--- src/rtl/osd_pkg.sv ---
// Shared definitions for the OSD SPI command receiver: opcodes, FSM states
// and the buffer-write bundle.
package osd_pkg;
  localparam int OSD_ADDR_W = 11;
  localparam int OSD_LINE_W = 3;

  // Opcodes are compared under a mask; don't-care bits carry the argument.
  localparam logic [7:0] OSD_CMD_WRITE      = 8'b0010_0000;
  localparam logic [7:0] OSD_CMD_WRITE_MSK  = 8'b1111_1000;
  localparam logic [7:0] OSD_CMD_ENABLE     = 8'b0100_0000;
  localparam logic [7:0] OSD_CMD_ENABLE_MSK = 8'b1111_1110;

  typedef enum logic [1:0] {IDLE, CMD, WRITE, IGNORE} osd_rx_state_t;

  typedef struct packed {
    logic                  we;
    logic [OSD_ADDR_W-1:0] addr;
    logic [7:0]            data;
  } osd_wr_t;

  function automatic logic cmd_match(input logic [7:0] b, input logic [7:0] op,
                                     input logic [7:0] msk);
    return (b & msk) == op;
  endfunction
endpackage

--- src/rtl/sync_edge.sv ---
// Two-flop synchronizer for an asynchronous 1-bit input, with a third flop
// giving single-cycle rise/fall pulses in the clk_pix domain.
module sync_edge (
  input  logic clk_pix,
  input  logic reset_n,
  input  logic d,
  output logic q,
  output logic rise,
  output logic fall
);
  logic [2:0] s;

  always_ff @(posedge clk_pix) begin
    if (!reset_n) s <= '0;
    else          s <= {s[1:0], d};
  end

  assign q    = s[1];
  assign rise =  s[1] & ~s[2];
  assign fall = ~s[1] &  s[2];
endmodule

--- src/rtl/osd_spi_rx.sv ---
// Oversampled SPI slave turning OSD commands into character-buffer write
// strobes and the OSD enable flag.
module osd_spi_rx
  import osd_pkg::*;
#(
  parameter int LINES      = 8,
  parameter int LINE_BYTES = 256
) (
  input  logic                  clk_pix,
  input  logic                  reset_n,
  input  logic                  SPI_SCK,
  input  logic                  SPI_SS3,
  input  logic                  SPI_DI,
  output logic                  buf_we,
  output logic [OSD_ADDR_W-1:0] buf_addr,
  output logic [7:0]            buf_data,
  output logic                  osd_enable
);
  localparam int LW = $clog2(LINES);
  localparam int CW = $clog2(LINE_BYTES);
  localparam logic [CW-1:0] COL_LAST = CW'(LINE_BYTES - 1);

  logic       sck_q, sck_rise, sck_fall;
  logic       ss_s, ss_rise, ss_fall;
  logic [1:0] di_s;

  sync_edge u_sck (.clk_pix, .reset_n, .d(SPI_SCK), .q(sck_q), .rise(sck_rise), .fall(sck_fall));
  sync_edge u_ss  (.clk_pix, .reset_n, .d(SPI_SS3), .q(ss_s),  .rise(ss_rise),  .fall(ss_fall));

  logic unused_ok;
  assign unused_ok = &{1'b0, sck_q, sck_fall, ss_rise, ss_fall};

  always_ff @(posedge clk_pix) begin
    if (!reset_n) di_s <= '0;
    else          di_s <= {di_s[0], SPI_DI};
  end

  // Edge-detect stage: SS and DI travel alongside the SCK rise so the FSM
  // always sees all three time-aligned.
  logic rise_q, di_q, ss_q;
  always_ff @(posedge clk_pix) begin
    if (!reset_n) begin
      rise_q <= 1'b0;
      di_q   <= 1'b0;
      ss_q   <= 1'b0;
    end else begin
      rise_q <= sck_rise;
      di_q   <= di_s[1];
      ss_q   <= ss_s;
    end
  end

  // Byte assembly; SS high clears the bit counter, dropping any partial byte.
  logic [7:0] sr;
  logic [2:0] bit_cnt;
  logic       byte_done, ss_d;
  always_ff @(posedge clk_pix) begin
    if (!reset_n) begin
      sr        <= '0;
      bit_cnt   <= '0;
      byte_done <= 1'b0;
      ss_d      <= 1'b0;
    end else begin
      ss_d      <= ss_q;
      byte_done <= rise_q & ~ss_q & (bit_cnt == 3'd7);
      if (ss_q) bit_cnt <= '0;
      else if (rise_q) begin
        bit_cnt <= bit_cnt + 3'd1;
        sr      <= {sr[6:0], di_q};
      end
    end
  end

  osd_rx_state_t state, state_nx;
  osd_wr_t       wr, wr_nx;
  logic          en, en_nx;
  logic [LW-1:0] line, line_nx;
  logic [CW-1:0] col, col_nx;

  // Reset lands in IGNORE so a frame cut by reset is never reinterpreted;
  // the first SS-high cycle returns to IDLE.
  always_ff @(posedge clk_pix) begin
    if (!reset_n) begin
      state <= IGNORE;
      wr    <= '0;
      en    <= 1'b0;
      line  <= '0;
      col   <= '0;
    end else begin
      state <= state_nx;
      wr    <= wr_nx;
      en    <= en_nx;
      line  <= line_nx;
      col   <= col_nx;
    end
  end

  always_comb begin
    state_nx   = state;
    wr_nx      = wr;
    wr_nx.we   = 1'b0;
    en_nx      = en;
    line_nx    = line;
    col_nx     = col;
    if (ss_d) state_nx = IDLE;
    else begin
      unique case (state)
        IDLE: state_nx = CMD;
        CMD: if (byte_done) begin
          state_nx = IGNORE;
          if (cmd_match(sr, OSD_CMD_WRITE, OSD_CMD_WRITE_MSK)) begin
            line_nx  = sr[LW-1:0];
            col_nx   = '0;
            state_nx = WRITE;
          end else if (cmd_match(sr, OSD_CMD_ENABLE, OSD_CMD_ENABLE_MSK)) begin
            en_nx = sr[0];
          end
        end
        WRITE: if (byte_done) begin
          wr_nx.we   = 1'b1;
          wr_nx.addr = {line, col};
          wr_nx.data = sr;
          col_nx     = col + 1'b1;
          if (col == COL_LAST) state_nx = IGNORE;
        end
        IGNORE: state_nx = IGNORE;
        default: state_nx = IGNORE;
      endcase
    end
  end

  assign buf_we     = wr.we;
  assign buf_addr   = wr.addr;
  assign buf_data   = wr.data;
  assign osd_enable = en;
endmodule

--- config.mk ---
export PLATFORM = sky130hd
export DESIGN_NAME = osd_spi_rx
export DESIGN_NICKNAME = d
export VERILOG_FILES = /design/src/rtl/osd_pkg.sv /design/src/rtl/sync_edge.sv /design/src/rtl/osd_spi_rx.sv
export SDC_FILE = /design/constraint.sdc
export NUM_CORES = 1
export LEC_CHECK = 0
export CELL_PAD_IN_SITES_DETAIL_PLACEMENT = 0
export CELL_PAD_IN_SITES_GLOBAL_PLACEMENT = 2
export CORE_ASPECT_RATIO = 0.5
export CORE_UTILIZATION = 38
export CTS_BUF_LIST = sky130_fd_sc_hd__clkbuf_2
export CTS_CLUSTER_DIAMETER = 150
export CTS_CLUSTER_SIZE = 28
export DETAILED_ROUTE_END_ITERATION = 8
export GPL_ROUTABILITY_DRIVEN = 0
export PLACE_DENSITY_LB_ADDON = 0.1
export SYNTH_ARGS = -nofsm -noshare
export SYNTH_HDL_FRONTEND = slang
export SYNTH_SLANG_ARGS = --single-unit
--- constraint.sdc ---
create_clock -name clk_pix -period 3.8 [get_ports clk_pix]
set_input_delay 0.76 -clock clk_pix [delete_from_list [all_inputs] [get_ports clk_pix]]
set_output_delay 0.76 -clock clk_pix [all_outputs]
set_load 0.005 [all_outputs]
* Word level (Yosys, flattened, before mapping)
Index checks and enable logic that the tools add are counted.
Storage, ports and cells: register bits after elaboration 57, bits in latches 0, memory bits (writable) 0, memory bits (read-only) 0, input bits 5, output and inout port bits 21, word-level logic and storage cells 62, memories kept 0
Operators by class: add/sub/neg operators 2, multiply operators 0, divide/modulo/power cells 0, order comparisons 0, eq/ne operators 13, shift operators 0, muxes and demuxes 11, bitwise gates (word level) 9, reduce and logical (&&, ||, !) cells 10
Operators with widths (count):
- $mux 8 | 3
- $mux 20 | 1
- $pmux 8 s2 | 1
- $reduce_and 5->1 | 2
- $ne 3x3->1 const B | 3
- $add 8x1->8 const B | 1
- $eq 8x8->1 const B | 1
- $mux 2 | 4
- $pmux 2 s4 | 1
- $eq 7x6->1 const B | 1
- $ne 2x2->1 const B | 3
- $not 1->1 | 6
- $reduce_and 3->1 | 2
- $eq 5x3->1 const B | 1
- $eq 2x2->1 const B | 2
- $reduce_and 4->1 | 1
- $add 3x1->3 const B | 1
- $and 1x1->1 | 3
- $eq 3x3->1 const B | 1
- $reduce_or 3->1 | 1
- $eq 2x1->1 const B | 1
- $logic_not 2->1 | 1
- $reduce_and 2->1 | 1
- $reduce_bool 2->1 | 1
- 2 further kinds | 2

* Logic depth before layout (Yosys ltp)
depth after elaboration 5, gate-level depth with buffers 5, depth with buffers taken out 4

* Modules after synthesis
From an unflattened synthesis, not the netlist that was laid out.
Unflattened totals: cell total of the unflattened synthesis 237, area, all modules 2217.1 µm²
Modules (own cells, without submodules):
- osd_spi_rx | times used 1, cells an instance 221, area an instance 2034.5 µm², sequential area each 1041.0 µm²
- sync_edge | times used 2, cells an instance 8, area an instance 91.3 µm², sequential area each 60.1 µm²

* Worst setup path before layout
Ideal clock, no wire load.
path kind input-to-reg, start input reset_n, end register line[0], library setup time 72 ps, data arrival time 1463 ps, data required time 3728 ps, slack 2265 ps, stages 4, buffers on the path 2, cells stage by stage clkbuf_1 -> clkbuf_1 -> nand2_1 -> mux2i_1
RTL lines:
- start: declaration | RTL line osd_spi_rx.sv:10 | input logic reset_n,
- end signal: assignment | RTL line osd_spi_rx.sv:93 | line <= line_nx;
- end: declaration | RTL line osd_spi_rx.sv:77 | logic [LW-1:0] line, line_nx;

* Worst setup path in the final report
start register wr (netlist bit buf_data[2]), end output buf_data[2]
RTL lines:
- start: declaration | RTL line osd_spi_rx.sv:75 | osd_wr_t wr, wr_nx;
- start signal: assignment | RTL line osd_spi_rx.sv:91 | wr <= wr_nx;
- end: declaration | RTL line osd_spi_rx.sv:16 | output logic [7:0] buf_data,
No word-level cell between the ends.

==> reports/results.txt <==
Ys Warns - 0
Most common cell after layout, fill and taps aside - nand2_1
Wirelength, routed - 4.18 mm
DP Area - 0.00248 mm2
Final setup viols - 0
Die area - 0.00607 mm2
Comb power frac - 2.7%
Met1 wire length - 2.28 mm
Critical path fanouts, max - 2
Min-Delay Endpoint - rise_q
Post-synth EDFFs - 0
# IOs - 26
Final period util - 55.9%
Crit path arrival time - 1.36 ns
Wire per inst - 12.5 um
TritonCTS Sinks - 57
Main synth FF type - dfxtp_1
Row count - 19
Bufs and invs on worst path - 1
Met3 wire length - 197 um
Final Hold Viols - 0
Drt drc - 0
CTS root buf - clkbuf_2
Hpwl dp - 2.74 mm
Post-Syn Nets - 242
Hold Startpoint - u_sck.s[2]
Largest net degree at the start of global routing - 34
Port buffer count - 25
Via-to-Cell Ratio - 4.77
Worst rel slew slack - 38.1%
Fin crit period - 2.12 ns
Initial antenna violation count - 0
Switch Pwr - 0.228 mW
Most frequent cells in the layout - nand2_1 (66), dfxtp_1 (57), clkdlybuf4s50_1 (25), a21boi_1 (19), and2_1 (11)
Switching fraction of total power - 23.1%
Congestion Overflow GR - 0
Peak VDD IR - 0.223 mV
Area of the core - 0.00552 mm2
RSZ-0062 raised after global routing - false
Count of different cell masters after synthesis - 35
Clk buf depth - 2
Via count - 1,603
Ant. Diodes - 0
Crit path cell chain - clkdlybuf4s50_1
Starting Density - 39.6%
Status - complete, no violations
Reg power frac - 61.2%
Syn Inst Count - 234
Clock edge transition at the registers on the reported setup and hold paths - 0.16 ns
Tot Pwr - 0.990 mW
Critical Path RT - 3.04 ns
Crit path depth - 1
Startpoint Class - flop
Antenna-violating nets left - 0
Max-slew violations - 0
Hold path depth - 1
Crit Reg-Reg Endpoint - col[7]
Critical path's slowest cell - clkdlybuf4s50_1
Top Metal Used - met4
GRT Resource Usage Total - 16.3%
Worst R2R Path Depth - 3
Metal2 WL - 1.65 mm
Die width - 109 um
F_max - 471 MHz
Pwr Density - 384 mW/mm2
Worst-margin pin slew - 0.926 ns
Global-route wire length before repair - 7.23 mm
Reg2Reg Launch Point - ss_d
Worst clock skew - 0.0222 ns
Layout cells sized above 1 - 7.98%
Post-Syn Area - 0.00218 mm2
Nets@finish - 267
Flop-to-flop setup slack - 1.93 ns
Max cap viols - 0
H-Tree Level Count - 3
Die height - 55.6 um
Final Cell Area - 0.00258 mm2
Hold Path Class - flop to flop
Ys async rst share - 0%
Setup bufs post-CTS - 0
Vias in the first global route - 1,461
WHS - 0.402 ns
Cell internal pwr - 0.762 mW
Post-route setup slack - 1.68 ns
Flops & latches, synth - 57
Largest delay share family, worst path - buffers and inverters
Post-CTS Resized - 0
Pre-CTS setup slack - 1.26 ns
CTS tree - yes
Clock power frac - 36.1%
Syn avg cell area - 9.33 um2
Leakage power - 0.865 nW
Post-synthesis sequential area ratio - 52.3%
Largest stage delay, worst path - 0.50 ns
CP Capture Type - output pin
Cts-stage hold buffer count - 0
Worst-Skew Late Latency - 0.48 ns
TritonCTS buffer count - 9
Area growth syn-to-layout - 18.2%
Setup Total Neg Slack - 0 ns
Kind of critical path - flop to output pin
Drt pass-1 iters - 4
1st-iter DRT viols - 58
==> power groups by stage <==
stage                     sequential, mW  combinational, mW  clock [mW]
after floorplan                    0.618             0.0185           0
after global placement             0.619             0.0264           0
after detailed placement           0.619             0.0271           0
after CTS                          0.606             0.0273       0.376
after global routing               0.607             0.0291       0.405
final                              0.606             0.0266       0.357
==> worst max path at each step <==
| stage | start | to | slack (ns) |
|---|---|---|---|
| after CTS | buf_data[2] | buf_data[2] | 1.61 |
| final | buf_data[2] | buf_data[2] | 1.68 |
| after global placement | reset_n | line[2] | 1.36 |
| after global routing | buf_data[2] | buf_data[2] | 1.56 |
| after detailed placement | reset_n | line[0] | 1.26 |
| after floorplan | reset_n | line[0] | 2.27 |
==> Yosys cell counts, drive strengths merged, types with 4 or more instances <==
cell | number | area, um2
dfxtp | 57 | 1140
a21boi | 27 | 203
nor2 | 4 | 15.0
or4 | 4 | 33.8
o31ai | 5 | 51.3
clkbuf | 9 | 33.8
mux2i | 6 | 60.1
nand3 | 5 | 25.0
buf | 4 | 23.8
nand2 | 66 | 248
o21ai | 6 | 30.0
and2 | 11 | 68.8
a21oi | 7 | 35.0
==> sequential cells by signal, summed over array words and instances, names as in the netlist, 3 cells and up <==
signal / cells
buf_addr: 11
buf_data: 8
col: 8
sr: 8
bit_cnt: 3
line: 3
u_sck.s: 3
==> cell type report <==
type,instances,area (um2)
clock inverters,5,47.5
repair buffers,27,265
inverters,2,7.51
well taps,73,91.3
fillers,554,2940
multi-input cells,162,977
clock buffers,10,50.0
flip-flops and latches,57,1140
==> layer usage <==
metal | vias up | global-route usage (%)
met4 | 0 | 8.00
li1 | 847 | -
met5 | - | 0
met2 | 34 | 21.7
met3 | 6 | 7.85
met1 | 716 | 21.7
==> through the flow <==
| step | std cells | utilization, % |
|---|---|---|
| floorplan | 234 | - |
| global placement | 321 | 45.0 |
| detailed placement | 321 | 45.0 |
| CTS | 336 | 46.8 |
| global route | 336 | 46.8 |
| finish | 336 | 46.8 |
==> kinds of logic after synthesis <==
| family | Yosys count | share of synthesized area, % |
|---|---|---|
| buf+inv | 15 | 2.98 |
| flops | 57 | 52.3 |
| simple gates | 106 | 24.8 |
| xor+xnor | 1 | 0.401 |
| mux | 6 | 2.75 |
| compound gates | 46 | 15.1 |
| fa+ha+maj | 3 | 1.72 |
(Power assumes the default switching activity.)
==> patch 1, RTL diff (config.mk and constraints unchanged) <==
Make the reset (`reset_n`) asynchronous in 5 clocked blocks.
--- a/src/rtl/sync_edge.sv
+++ b/src/rtl/sync_edge.sv
@@ -10,7 +10,7 @@
 );
   logic [2:0] s;
 
-  always_ff @(posedge clk_pix) begin
+  always_ff @(posedge clk_pix or negedge reset_n) begin
     if (!reset_n) s <= '0;
     else          s <= {s[1:0], d};
   end
--- a/src/rtl/osd_spi_rx.sv
+++ b/src/rtl/osd_spi_rx.sv
@@ -30,7 +30,7 @@
   logic unused_ok;
   assign unused_ok = &{1'b0, sck_q, sck_fall, ss_rise, ss_fall};
 
-  always_ff @(posedge clk_pix) begin
+  always_ff @(posedge clk_pix or negedge reset_n) begin
     if (!reset_n) di_s <= '0;
     else          di_s <= {di_s[0], SPI_DI};
   end
@@ -38,7 +38,7 @@
   // Edge-detect stage: SS and DI travel alongside the SCK rise so the FSM
   // always sees all three time-aligned.
   logic rise_q, di_q, ss_q;
-  always_ff @(posedge clk_pix) begin
+  always_ff @(posedge clk_pix or negedge reset_n) begin
     if (!reset_n) begin
       rise_q <= 1'b0;
       di_q   <= 1'b0;
@@ -54,7 +54,7 @@
   logic [7:0] sr;
   logic [2:0] bit_cnt;
   logic       byte_done, ss_d;
-  always_ff @(posedge clk_pix) begin
+  always_ff @(posedge clk_pix or negedge reset_n) begin
     if (!reset_n) begin
       sr        <= '0;
       bit_cnt   <= '0;
@@ -79,7 +79,7 @@
 
   // Reset lands in IGNORE so a frame cut by reset is never reinterpreted;
   // the first SS-high cycle returns to IDLE.
-  always_ff @(posedge clk_pix) begin
+  always_ff @(posedge clk_pix or negedge reset_n) begin
     if (!reset_n) begin
       state <= IGNORE;
       wr    <= '0;
Check against the original RTL: no difference found for any inputs over 10 cycles, from zero or initial values and one cycle with reset_n low; that may be too few to reach the edited logic, so the function may still have changed.
==> patch 1 against the unedited design <==
- wire length fell by 7.0%
- design area is 6.9% higher
- largest cell class unchanged
- setup slack lost 99 ps
- highest routed layer unchanged
- area after synthesis grew 5.0%
- critical endpoint is now col[7]$_DFFE_PN0P_
- register-to-register slack worse by 350 ps
- critical path depth rose by 4
- sequential cell count stayed put
- critical path type is now reg2reg
Power is not compared: it rests on default switching activity, and its combinational part moved more than twofold at a synthesized area within 25%.
==> patch 1: results (changes against the unedited design) <==
Clock tree:
- The post-CTS setup buffer count is 0 (unchanged).
- The number of buffers created by CTS is 9 (unchanged).
- The number of resized instances in the post-cts repair step is 0 (unchanged).
- The clock input transition at the sequential cells of the worst setup and hold paths is 160 ps (about the same).
- The H-tree depth reported by CTS is 3 (unchanged).
- The largest buffer count on any clock path was 2 (unchanged).
- The clock latency on the worst-skew pair came to 510 ps (+30 ps).
- Clock tree synthesis selected as its root buffer the cell clkbuf_2.

Setup path:
- The data arrival time of the critical path is 2610 ps (+1250 ps).
- The largest stage delay on the critical path came to 770 ps (+270 ps).
- The critical path launch point is state[1]$_DFFE_PN1P_.
- The cell count of the worst reg-to-reg path is 5 (+2).
- In this run the critical register-to-register path is captured at col[7]$_DFFE_PN0P_.
- STA classifies the critical path endpoint as a flip-flop.
- The cell with the biggest individual delay on the critical path is and4bb_1.
- The maximum fanout encountered on the critical timing path is 13 (+11).
- On the critical path the largest part of the delay comes from simple AND/OR/NAND/NOR gates.

GRT:
- The total routing usage reported by global routing is 15.1% (-1.2 points).
- The initial antenna violation count is 0 (unchanged).
- The global-route wire length before repair came to 6.81 mm (-5.8%).
- The via count of the first global-routing pass is 1324 (-9.4%).
- The largest net degree at the start of global routing is 45 (+32%).

Yosys:
- The area share of the largest cell type after synthesis is 60.0% (+7.8 points).
- The proportion of register bits with asynchronous set or reset after synthesis is 100% (+100 points).
- The post-synthesis sequential area ratio is 62.3% (+10 points).
- By count the netlist is led by dfrtp_1 (55), mux2_4 (17), mux2_2 (14).
- The number of warnings printed during yosys synthesis is 0 (unchanged).
- The net count after synthesis was 152 (-37%).
- The count of cell types in the netlist is 37 (+5.7%).
- Yosys attributes the largest share of cell area to dfrtp_1 (60%), mux2_4 (11%), mux2_2 (6.9%).
- The dominant register cell in the synthesized netlist is dfrtp_1.

Drt:
- The DRC violation total after the first TritonRoute iteration is 42 (-28%).
- The total number of vias is 1248 (-22%).
- The total iterations of the first detailed-routing run was 4 (unchanged).
- The aggregate routed wire length came to 3.89 mm (-7.0%).

Layout:
- The flip-flop count of the largest register after layout is 11 (unchanged).
- The number of antenna repair diodes came to 0 (unchanged).
- The net total in the final layout came to 186 (-30%).
- The share of cells above drive strength 1 is 32.2% (+24 points).

Place:
- The number of input and output port buffers inserted was 25 (unchanged).
- The worst-case setup slack after placement is 1580 ps (+320 ps).
- The total half-perimeter wirelength after legalization and detailed placement is 2.61 mm (-4.8%).

Power:
- The largest voltage drop on the vdd net is approximately 0.0003 V.
- The analysis attributes to cell leakage a power of 1.28 nW.

Worst hold path:
- The start point of the worst min-delay path is u_sck.s[0]$_DFF_PN0_.
- The worst hold path belongs to the class reg2reg.
- The endpoint with the worst hold slack is u_sck.s[1]$_DFF_PN0_.
- The count of cells along the worst hold path came to 0 (-1).

Timing:
- The worst clock skew is 38.6 ps (+16.4 ps).
- The worst slew margin relative to its limit is 36.0% (-2.1 points).
- The minimum setup slack in the final design came to 1580 ps (-99.3 ps).

Run status:
- The flow ran to the end, and the final reports show no timing, DRC or antenna violations.

Job:
- The max-cap violation count is 0 (unchanged).
[patch 1: changes by cell type after synthesis, sizes merged, moves of 9 or more]
cell | before | now
dfrtp | 0 | 55
mux2 | 0 | 34
a21boi | 27 | 0
nand2 | 66 | 2
and2 | 11 | 2
dfxtp | 57 | 0
clkbuf | 9 | 0
[patch 1: per-layer routing]
layer	wire (um)	global-route usage, %	vias to the layer above	part of all wire (%)
li1	-	-	591	-
met1	1940	18.4	618	50
met2	1650	22.1	28	42
met3	224	7.99	11	5.8
met4	78	7.53	0	2.0
met5	0	0	-	0
[patch 1: final cells by class]
| class | count | area, sq um |
|---|---|---|
| fill | 502 | 2880 |
| sequential | 57 | 1430 |
| multi-input combinational | 83 | 821 |
| timing repair buffer | 27 | 260 |
| clock inverter | 6 | 106 |
| tap | 73 | 91.3 |
| clock buffer | 10 | 50.0 |
[patch 1: logic make-up (layout without fill, tap and decap cells)]
group / after synthesis / after routing / synth area share, %
AOI/OAI and AO/OA: 12 / 12 / 4.37
muxes: 36 / 36 / 20.4
adders and majority gates: 3 / 3 / 1.64
and+or+nand+nor: 31 / 31 / 9.06
xor gates and xnor gates: 1 / 1 / 0.382
buffers and inverters: 4 / 43 / 1.86
DFF: 57 / 57 / 62.3
[patch 1: per-stage QoR]
stage                     instance area [sq um]  utilization, %  power (W)  std cells  hold WS [ps]
after global placement                     2600            46.2   0.000803        240           334
final                                      2760            48.9    0.00130        256           368
after detailed placement                   2600            46.2   0.000807        240           337
after floorplan                            2290               -   0.000764        144           331
after CTS                                  2760            48.9    0.00132        256           372
after global routing                       2760            48.9    0.00137        256           386
[patch 1: report_power, final]
group          internal (W)  switching [W]   total, W
sequential         0.000649      0.0000595   0.000708
combinational     0.0000525      0.0000328  0.0000853
clock              0.000284       0.000222   0.000506
total              0.000985       0.000314    0.00130
==> patch 2, RTL diff (config.mk and constraints unchanged) <==
Without the edit above. Register the outputs `buf_we`, `buf_addr` and `buf_data`, with the module's reset; this adds one clock of latency there. The other outputs are not delayed to match.
--- a/src/rtl/osd_spi_rx.sv
+++ b/src/rtl/osd_spi_rx.sv
@@ -129,9 +129,17 @@
     end
   end
 
-  assign buf_we     = wr.we;
-  assign buf_addr   = wr.addr;
-  assign buf_data   = wr.data;
+  always_ff @(posedge clk_pix) begin
+    if (!reset_n) begin
+      buf_we   <= '0;
+      buf_addr <= '0;
+      buf_data <= '0;
+    end else begin
+      buf_we   <= wr.we;
+      buf_addr <= wr.addr;
+      buf_data <= wr.data;
+    end
+  end
   assign osd_enable = en;
 endmodule
 
Check against the original RTL: no difference found for any inputs over 10 cycles, from zero or initial values and one cycle with reset_n low; that may be too few to reach the edited logic, so the function may still have changed.
==> patch 2 against the unedited design <==
- combinational power decreased by 2%
- setup slack got worse by 13 ps
- wire length up 12%
- area after synthesis rose by 24%
- design area is 21% higher
- power up 27%
- final cell count up 17%
- clock power increased by 16%
- utilization decreased by 1.1 points
- sequential share of layout area up 5.3 points
- sequential cell count increased by 20
==> patch 2: results (changes against the unedited design) <==
Setup path:
- The internal reg-to-reg setup slack is 1900 ps (-30 ps).
- The worst reg2reg path endpoint is col[5]$_SDFFE_PN0P_.
- The most critical setup path has its startpoint at osd_enable$_SDFFE_PN0P_.
- The data arrival time of the critical path is 1380 ps (+20 ps).

Timing:
- The worst clock skew is 16.0 ps (-6.16 ps).
- The worst slew margin relative to its limit is 32.3% (-5.8 points).
- The final hold slack was 399 ps (-2.76 ps).
- The minimum setup slack in the final design is 1660 ps (-13.3 ps).

Power:
- The post-route total power is 0.00126 W (+27%).
- The clock group share of total power came to 32.9% (-3.2 points).
- The leakage power was 1.06 nW (+23%).
- The largest voltage drop on the vdd net is 0.000230 V (+3.2%).
- The power share of the combinational group was 2.1% (-0.6 points).

Drt:
- The DRC violation total after the first TritonRoute iteration came to 87 (+50%).
- The aggregate routed wire length is 4.70 mm (+12%).

GRT:
- The global-route wire length before repair is 7.96 mm (+10%).
- The total routing usage reported by global routing is 14.6% (-1.7 points).
- The global routing usage on met3 is 7.66% (-0.18 points).
- The largest net degree at the start of global routing is 74 (+120%).

Layout:
- The share of cells above drive strength 1 came to 6.64% (-1.3 points).
- The net total in the final layout came to 305 (+14%).
- The area taken by multi-input logic gates is 1100 sq um (+13%).
- The number of filler instances in the final layout was 673 (+21%).

Yosys:
- Sorting the synthesized cells by how often they occur yields dfxtp_1 (77), nand2_1 (66), and2_1 (31).
- The net count after synthesis came to 284 (+17%).
- Sorting the synthesized cells by area gives the leading types as dfxtp_1 (57%), nand2_1 (9.1%), a21boi_0 (7.5%).
- The count of cell types in the netlist is 33 (-5.7%).
- The post-synthesis sequential area ratio was 56.7% (+4.5 points).

Place:
- The total instance count after detailed placement is 378 (+18%).
- The area after detailed placement is 3010 sq um (+21%).
- The worst-case setup slack after placement is 1680 ps (+425 ps).
- The total half-perimeter wirelength after legalization and detailed placement is 2.90 mm (+5.8%).

Run status:
- The flow ran to the end, and the final reports show no timing, DRC or antenna violations.
==> patch 2: cell count changes after synthesis, sizes merged <==
cell	change
and2	+20
clkbuf	+2
dfxtp	+20
==> patch 2: layout make-up <==
class                           instances  share of cell area (%)
Clock inverter                          6                    1.77
Sequential cell                        77                    49.6
Clock buffer                            9                    1.45
Multi-Input combinational cell        182                    35.4
Inverter                                2                   0.241
Tap cell                               92                    3.70
Timing Repair Buffer                   25                    7.89
==> patch 2: metal layers <==
metal | wire [um] | part of all wire (%)
met1 | 2630 | 56
met2 | 1780 | 38
met3 | 223 | 4.7
met4 | 72 | 1.5
met5 | 0 | 0
==> patch 2: cell families (layout without fill, tap and decap cells) <==
logic type	Yosys count	count (layout)	share of synthesized area (%)
buf+inv	17	42	2.76
fa+ha+maj	3	3	1.38
compound gates	46	46	12.3
xor+xnor	1	1	0.322
mux	6	6	2.21
simple gates	126	126	24.3
flops	77	77	56.7
